**src/rtl/uart_byte_rx.sv**
```systemverilog
// 8N1 UART receiver: 2-flop synchroniser, mid-bit sampling, and a held byte that stays until clear.
// Define UART_BYTE_RX_PARITY_EN to receive 8E1 frames with an even-parity check.
// The held-byte port is named rx_byte because byte is a reserved word.
module uart_byte_rx #(
  parameter int CLOCK_FREQUENCY = 12000000,
  parameter int BAUD_RATE       = 9600
) (
  input  logic       clk,
  input  logic       rst,
  input  logic       rx,
  input  logic       clear,
  output logic [7:0] rx_byte,
  output logic       byte_ready,
  output logic       busy,
  output logic       frame_error,
  output logic       overrun,
  output logic       parity_error
);

  localparam int DIV = CLOCK_FREQUENCY / BAUD_RATE;
  localparam int CW  = (DIV > 1) ? $clog2(DIV) : 1;
  localparam logic [CW-1:0] HALF_LAST = CW'(DIV / 2 - 1);
  localparam logic [CW-1:0] BIT_LAST  = CW'(DIV - 1);

  typedef enum logic [2:0] {
    IDLE   = 3'd0,
    START  = 3'd1,
    DATA   = 3'd2,
    PARITY = 3'd3,
    STOP   = 3'd4,
    BREAK  = 3'd5
  } state_t;

  state_t          state_reg;
  logic [1:0]      sync_reg;
  logic            rx_prev_reg;
  logic [CW-1:0]   baud_cnt_reg;
  logic [2:0]      bit_idx_reg;
  logic [7:0]      shift_reg;
  logic            rx_s;
  logic            start_edge;
  logic            bit_tick;

  assign rx_s       = sync_reg[1];
  assign start_edge = rx_prev_reg & ~rx_s;
  assign bit_tick   = (baud_cnt_reg == BIT_LAST);

`ifdef UART_BYTE_RX_PARITY_EN
  logic parity_bad_reg;
  logic parity_error_reg;
  assign parity_error = parity_error_reg;
`else
  assign parity_error = 1'b0;
`endif

  always_ff @(posedge clk or posedge rst) begin
    if (rst) begin
      sync_reg     <= 2'b11;
      rx_prev_reg  <= 1'b1;
      state_reg    <= IDLE;
      baud_cnt_reg <= '0;
      bit_idx_reg  <= '0;
      shift_reg    <= '0;
      rx_byte      <= '0;
      byte_ready   <= 1'b0;
      busy         <= 1'b0;
      frame_error  <= 1'b0;
      overrun      <= 1'b0;
`ifdef UART_BYTE_RX_PARITY_EN
      parity_bad_reg   <= 1'b0;
      parity_error_reg <= 1'b0;
`endif
    end else begin
      sync_reg    <= {sync_reg[0], rx};
      rx_prev_reg <= rx_s;
      frame_error <= 1'b0;
      overrun     <= 1'b0;
`ifdef UART_BYTE_RX_PARITY_EN
      parity_error_reg <= 1'b0;
`endif
      // A stop-bit accept later in this block overrides this clear.
      if (clear) begin
        byte_ready <= 1'b0;
      end

      case (state_reg)
        IDLE: begin
          baud_cnt_reg <= '0;
          if (start_edge) begin
            state_reg <= START;
            busy      <= 1'b1;
          end
        end

        START: begin
          if (baud_cnt_reg == HALF_LAST) begin
            baud_cnt_reg <= '0;
            if (rx_s) begin
              state_reg <= IDLE;
              busy      <= 1'b0;
            end else begin
              state_reg   <= DATA;
              bit_idx_reg <= '0;
            end
          end else begin
            baud_cnt_reg <= baud_cnt_reg + 1'b1;
          end
        end

        DATA: begin
          if (bit_tick) begin
            baud_cnt_reg <= '0;
            shift_reg    <= {rx_s, shift_reg[7:1]};
            bit_idx_reg  <= bit_idx_reg + 1'b1;
            if (bit_idx_reg == 3'd7) begin
`ifdef UART_BYTE_RX_PARITY_EN
              state_reg <= PARITY;
`else
              state_reg <= STOP;
`endif
            end
          end else begin
            baud_cnt_reg <= baud_cnt_reg + 1'b1;
          end
        end

`ifdef UART_BYTE_RX_PARITY_EN
        PARITY: begin
          if (bit_tick) begin
            baud_cnt_reg   <= '0;
            parity_bad_reg <= ^{shift_reg, rx_s};
            state_reg      <= STOP;
          end else begin
            baud_cnt_reg <= baud_cnt_reg + 1'b1;
          end
        end
`endif

        STOP: begin
          if (bit_tick) begin
            baud_cnt_reg <= '0;
            if (!rx_s) begin
              frame_error <= 1'b1;
              state_reg   <= BREAK;
            end else begin
              state_reg <= IDLE;
              busy      <= 1'b0;
`ifdef UART_BYTE_RX_PARITY_EN
              if (parity_bad_reg) begin
                parity_error_reg <= 1'b1;
              end else
`endif
              if (!byte_ready || clear) begin
                rx_byte    <= shift_reg;
                byte_ready <= 1'b1;
              end else begin
                overrun <= 1'b1;
              end
            end
          end else begin
            baud_cnt_reg <= baud_cnt_reg + 1'b1;
          end
        end

        // Hold here until the line returns high so a stuck-low line cannot retrigger.
        BREAK: begin
          baud_cnt_reg <= '0;
          if (rx_s) begin
            state_reg <= IDLE;
            busy      <= 1'b0;
          end
        end

        default: begin
          state_reg    <= IDLE;
          busy         <= 1'b0;
          baud_cnt_reg <= '0;
        end
      endcase
    end
  end

endmodule
```
**config.mk**
```make
export PLATFORM = sky130hd
export DESIGN_NAME = uart_byte_rx
export DESIGN_NICKNAME = d
export VERILOG_FILES = /design/src/rtl/uart_byte_rx.sv
export SDC_FILE = /design/constraint.sdc
export NUM_CORES = 1
export LEC_CHECK = 0
export ABC_CLOCK_PERIOD_IN_PS = 3350
export CAP_MARGIN = 20
export CELL_PAD_IN_SITES_DETAIL_PLACEMENT = 1
export CELL_PAD_IN_SITES_GLOBAL_PLACEMENT = 2
export CORE_MARGIN = 8
export CORE_UTILIZATION = 38
export DETAILED_ROUTE_END_ITERATION = 16
export GPL_ROUTABILITY_DRIVEN = 0
export PLACE_DENSITY_LB_ADDON = 0.1
export SYNTH_ARGS = -nofsm -noshare
export SYNTH_HDL_FRONTEND = slang
export SYNTH_SLANG_ARGS = --single-unit
```
**constraint.sdc**
```tcl
create_clock -name clk -period 3.35 [get_ports clk]
set_input_delay 0.67 -clock clk [delete_from_list [all_inputs] [get_ports clk]]
set_output_delay 0.67 -clock clk [all_outputs]
set_load 0.02 [all_outputs]
```
Word level (Yosys, flattened, before mapping)
Index checks and enable logic that the tools add are counted.
{"block": "classes", "addsub": 2, "n_eq_ne": 14, "n_mux": 33, "bitwise_logic": 3, "reduce_logical": 10}
{"operator": "3-bit two-way mux", "n": 10}
{"operator": "11-bit two-way mux", "n": 2}
{"operator": "11-bit one-hot mux with 2 select lines", "n": 1}
{"operator": "1-bit two-way mux", "n": 16}
{"operator": "3-bit one-hot mux with 5 select lines", "n": 1}
{"operator": "2-bit != test (second input constant)", "n": 7}
{"operator": "4-bit AND reduction", "n": 3}
{"operator": "11-bit by 1-bit adder with 11-bit output (second input constant)", "n": 1}
{"operator": "11-bit by 10-bit == test with 1-bit output (second input constant)", "n": 1}
{"operator": "11-bit == test (second input constant)", "n": 1}
{"operator": "3-bit == test (second input constant)", "n": 3}
{"operator": "3-bit one-hot mux with 2 select lines", "n": 1}
{"operator": "6-bit AND reduction", "n": 1}
{"operator": "1-bit one-hot mux with 5 select lines", "n": 1}
{"operator": "3-bit by 1-bit adder with 3-bit output (second input constant)", "n": 1}
{"operator": "3-bit by 1-bit == test with 1-bit output (second input constant)", "n": 1}
{"operator": "3-bit by 2-bit == test with 1-bit output (second input constant)", "n": 1}
{"operator": "3-bit logical NOT", "n": 1}
{"operator": "2-bit two-way mux", "n": 1}
{"operator": "1-bit NOT", "n": 2}
{"operator": "2-bit AND reduction", "n": 1}
{"operator": "2-bit nonzero test", "n": 1}
{"operator": "2-bit OR reduction", "n": 1}
{"operator": "1-bit bitwise AND", "n": 1}
{"operator": "2 further kinds", "n": 2}
{"block": "word_totals", "register_bits": 40, "input_bits": 4, "output_inout_bits": 13, "elab_cells": 73}

Logic depth before layout (Yosys ltp)
{"block": "depth", "ltp_word": 6, "depth_mapped": 9, "depth_no_buf": 7}

Worst setup path after synthesis
Ideal clock, no wire load.
{"block": "synth_path", "path_kind": "register to register", "from": "register baud_cnt_reg[2]", "to": "register rx_byte[0]", "setup_time_ns": 0.125, "t_arrival_ns": 2.254, "t_required_ns": 3.225, "setup_slack_ns": 0.971, "stages_incl_launch_ff": 7, "path_cell_list": "dfrtp_1 or3_4 or3_1 buf_2 or4b_4 buf_6 mux2_4"}
{"block": "synth_between", "elab_chain_cells": 2}
{"item": "start, declared", "line": "37", "source": "logic [CW-1:0] baud_cnt_reg;"}
{"item": "start signal, assigned", "line": "106", "source": "baud_cnt_reg <= baud_cnt_reg + 1'b1;"}
{"item": "start signal, assigned", "line": "123", "source": "baud_cnt_reg <= baud_cnt_reg + 1'b1;"}
{"item": "start signal, assigned", "line": "161", "source": "baud_cnt_reg <= baud_cnt_reg + 1'b1;"}
{"item": "11-bit == test", "line": "46", "source": "assign bit_tick = (baud_cnt_reg == BIT_LAST);"}
{"item": "4-bit AND reduction (no source line)"}
{"item": "end signal, assigned", "line": "154", "source": "rx_byte <= shift_reg;"}
{"item": "end, declared", "line": "12", "source": "output logic [7:0] rx_byte,"}
No other way between the ends.
A chain may end at the register's enable or synchronous reset.

Worst setup path after layout
{"block": "layout_path", "from": "register baud_cnt_reg[2]", "to": "register state_reg[2]"}
{"block": "layout_between", "elab_chain_cells": 3}
{"item": "11-bit == test / 11-bit by 10-bit == test with 1-bit output (equally long branches)", "line": "46, 96"}
{"item": "2-bit != test (no source line)"}
{"item": "6-bit AND reduction (no source line) (*)"}
{"item": "end signal, assigned", "line": "60", "source": "state_reg <= IDLE;"}
{"item": "end signal, assigned", "line": "90", "source": "state_reg <= START;"}
{"item": "end signal, assigned", "line": "99", "source": "state_reg <= IDLE;"}
{"item": "end, declared", "line": "34", "source": "state_t state_reg;"}
Every way passes the cells marked *; elsewhere a longest branch is shown, timed or not.

==> metrics.csv <==
metric;value;unit
status;complete, no violations;
placed_cells;218;
die_area;0.00720;mm²
final_nets;180;
htree_levels;2;
clk_path_buf_depth;2;
netlist_area;0.00180;mm²
viasPerCell;5.12;
vias;1157;
leakagePower;0.986;nW
grt_pass1_vias;1289;
met3_usage;0.0396;
fin_cells;226;
ys_seq_area_frac;0.558;
path_clk_slew;0.08;ns
yosysTopAreaCell;dfrtp_1;
row_count;25;
postCtsSetupBuffers;0;
wirelength;3.40;mm
io_buffers;15;
grtUsageTotal;0.105;
r2r_slack;0.83;ns
final_cell_mix;dfrtp_1 (37), nor2_1 (21), clkdlybuf4s50_1 (15);
ctsResizeCount;0;
tightest_slew;0.636;ns
vdd_drop_max;0.300;mV
die_height;84.9;µm
synth_top_area_share;0.514;
drive_above_1_share;0.198;
grt_overflow_total;0;
synth-warning-count;0;
arrival;2.70;ns
cp-end-kind;flip-flop;
numCtsBuffers;5;
largest_register_ff_count;11;
hp-class;reg2reg;
rsz0062_at_grt;no;
synthesis.nets;161;
pin_count;17;
start_kind;flip-flop;
cp_max_fo;5;
worst-setup-path-type;reg2reg;
crit_required;3.53;ns
grt_start_max_net_pins;41;
antenna_found_initial;0;
async_flop_share;1.00;
drt_iter0_drc;42;
grt_first_pass_wirelength;6.05;mm
antenna_cells;0;
power_density;601;mW/mm²
busiest_layer;met2;
cts_tree;done;
start_util;0.387;
wl_per_cell;15.1;µm
postLayoutCoreUtil;0.455;
synth_edf_count;0;
cts_sinks;40;
coreArea;0.00466;mm²
fmax;0.397;GHz
ys.flop_type;dfrtp_1;
report.final.slew_viol_count;0;
insertion_delay;0.29;ns
synth_cell_type_count;36;
dr.pass1.iters;4;
syn_inst;152;
grt_use_met2;0.172;
syn_area_per_cell;11.9;µm²
mostFrequentLayoutCell;dfrtp_1;
setup_viol;0;
slew_headroom;0.571;
cts-root-buf;clkbuf_8;
skew;0.0105;ns
cap_violations;0;
post-route-min-period;2.52;ns
synth_area_leaders;dfrtp_1 (51%), mux2_4 (6.7%), mux2_2 (5.6%), dfstp_2 (4.4%), nor2_1 (4.4%);
cts_hold_buf;0;
hpwl;2.50;mm
timing.final.crit_share;0.752;
route.detailed.drc;0;
drtAntennaViolNets;0;
die_x;84.9;µm
tns;0;ns
synth_seq_cells;40;
final_hold_viol_count;0;
syn_to_final_growth;17.6;%
grtUsageMet1;0.122;
-- Yosys cell counts, drive strengths merged, types with 3 or more instances --
master / instances
xnor2: 6
nor3: 3
buf: 5
mux2: 17
ha: 5
dfrtp: 37
nor2: 21
and3: 3
or3: 3
xor2: 3
dfstp: 3
inv: 6
a31oi: 3
o21ai: 5
nand2: 10
-- per-stage QoR --
stage               power (mW)  worst slack (ns)  cell area [µm²]  hold WS, ns
finish                    1.27             0.830             2120        0.362
global route              1.36             0.600             2120        0.370
CTS                       1.30             0.807             2120        0.367
detailed placement       0.885             0.829             2000        0.355
global placement         0.874             0.884             2000        0.347
floorplan                0.786             0.971             1800        0.345
-- report_power, final --
group	switching [mW]	internal, mW
Sequential	0.0519	0.523
Combinational	0.175	0.120
Clock	0.179	0.224
-- path summary, 6_finish.rpt --
path                                 startpoint           end  depth (start not counted)
worst max-delay path            baud_cnt_reg[2]  state_reg[2]                          5
min in group asynchronous                   rst       overrun                          3
max in group asynchronous                   rst   sync_reg[1]                          3
worst min register to register      sync_reg[0]   sync_reg[1]                          0
worst max register to register  baud_cnt_reg[2]  state_reg[2]                          5
worst min-delay path                sync_reg[0]   sync_reg[1]                          0
-- critical path, stage by stage, from the launching register on --
cell and delay [ns]:
dfrtp_1 0.44, or3_4 0.42, o41ai_1 0.64, o21ai_0 0.38
nor2_1 0.20, mux2_2 0.34
-- logic make-up after synthesis --
| logic type | Yosys count | synth area share |
|---|---|---|
| and+or+nand+nor | 53 | 0.150 |
| DFF | 40 | 0.558 |
| muxes | 17 | 0.123 |
| AOI/OAI and AO/OA | 15 | 0.0556 |
| buffers and inverters | 12 | 0.0333 |
| xor gates and xnor gates | 9 | 0.0438 |
| adders and majority gates | 5 | 0.0347 |
| other | 1 | 0.00208 |
-- cell type report --
class                      instances  area [µm²]
sequential                        40        1000
inverter                           6        22.5
timing repair buffer              18         173
clock buffer                       5        68.8
clock inverter                     3        46.3
tap                               54        67.6
fill                             507        2540
multi-input combinational        100         737
-- layer usage --
layer / wire length (µm) / part of all wire
met5: 0 / 0
met4: 45 / 0.013
met1: 1530 / 0.45
met2: 1660 / 0.49
met3: 164 / 0.048
Power figures use the tool's default switching activity.
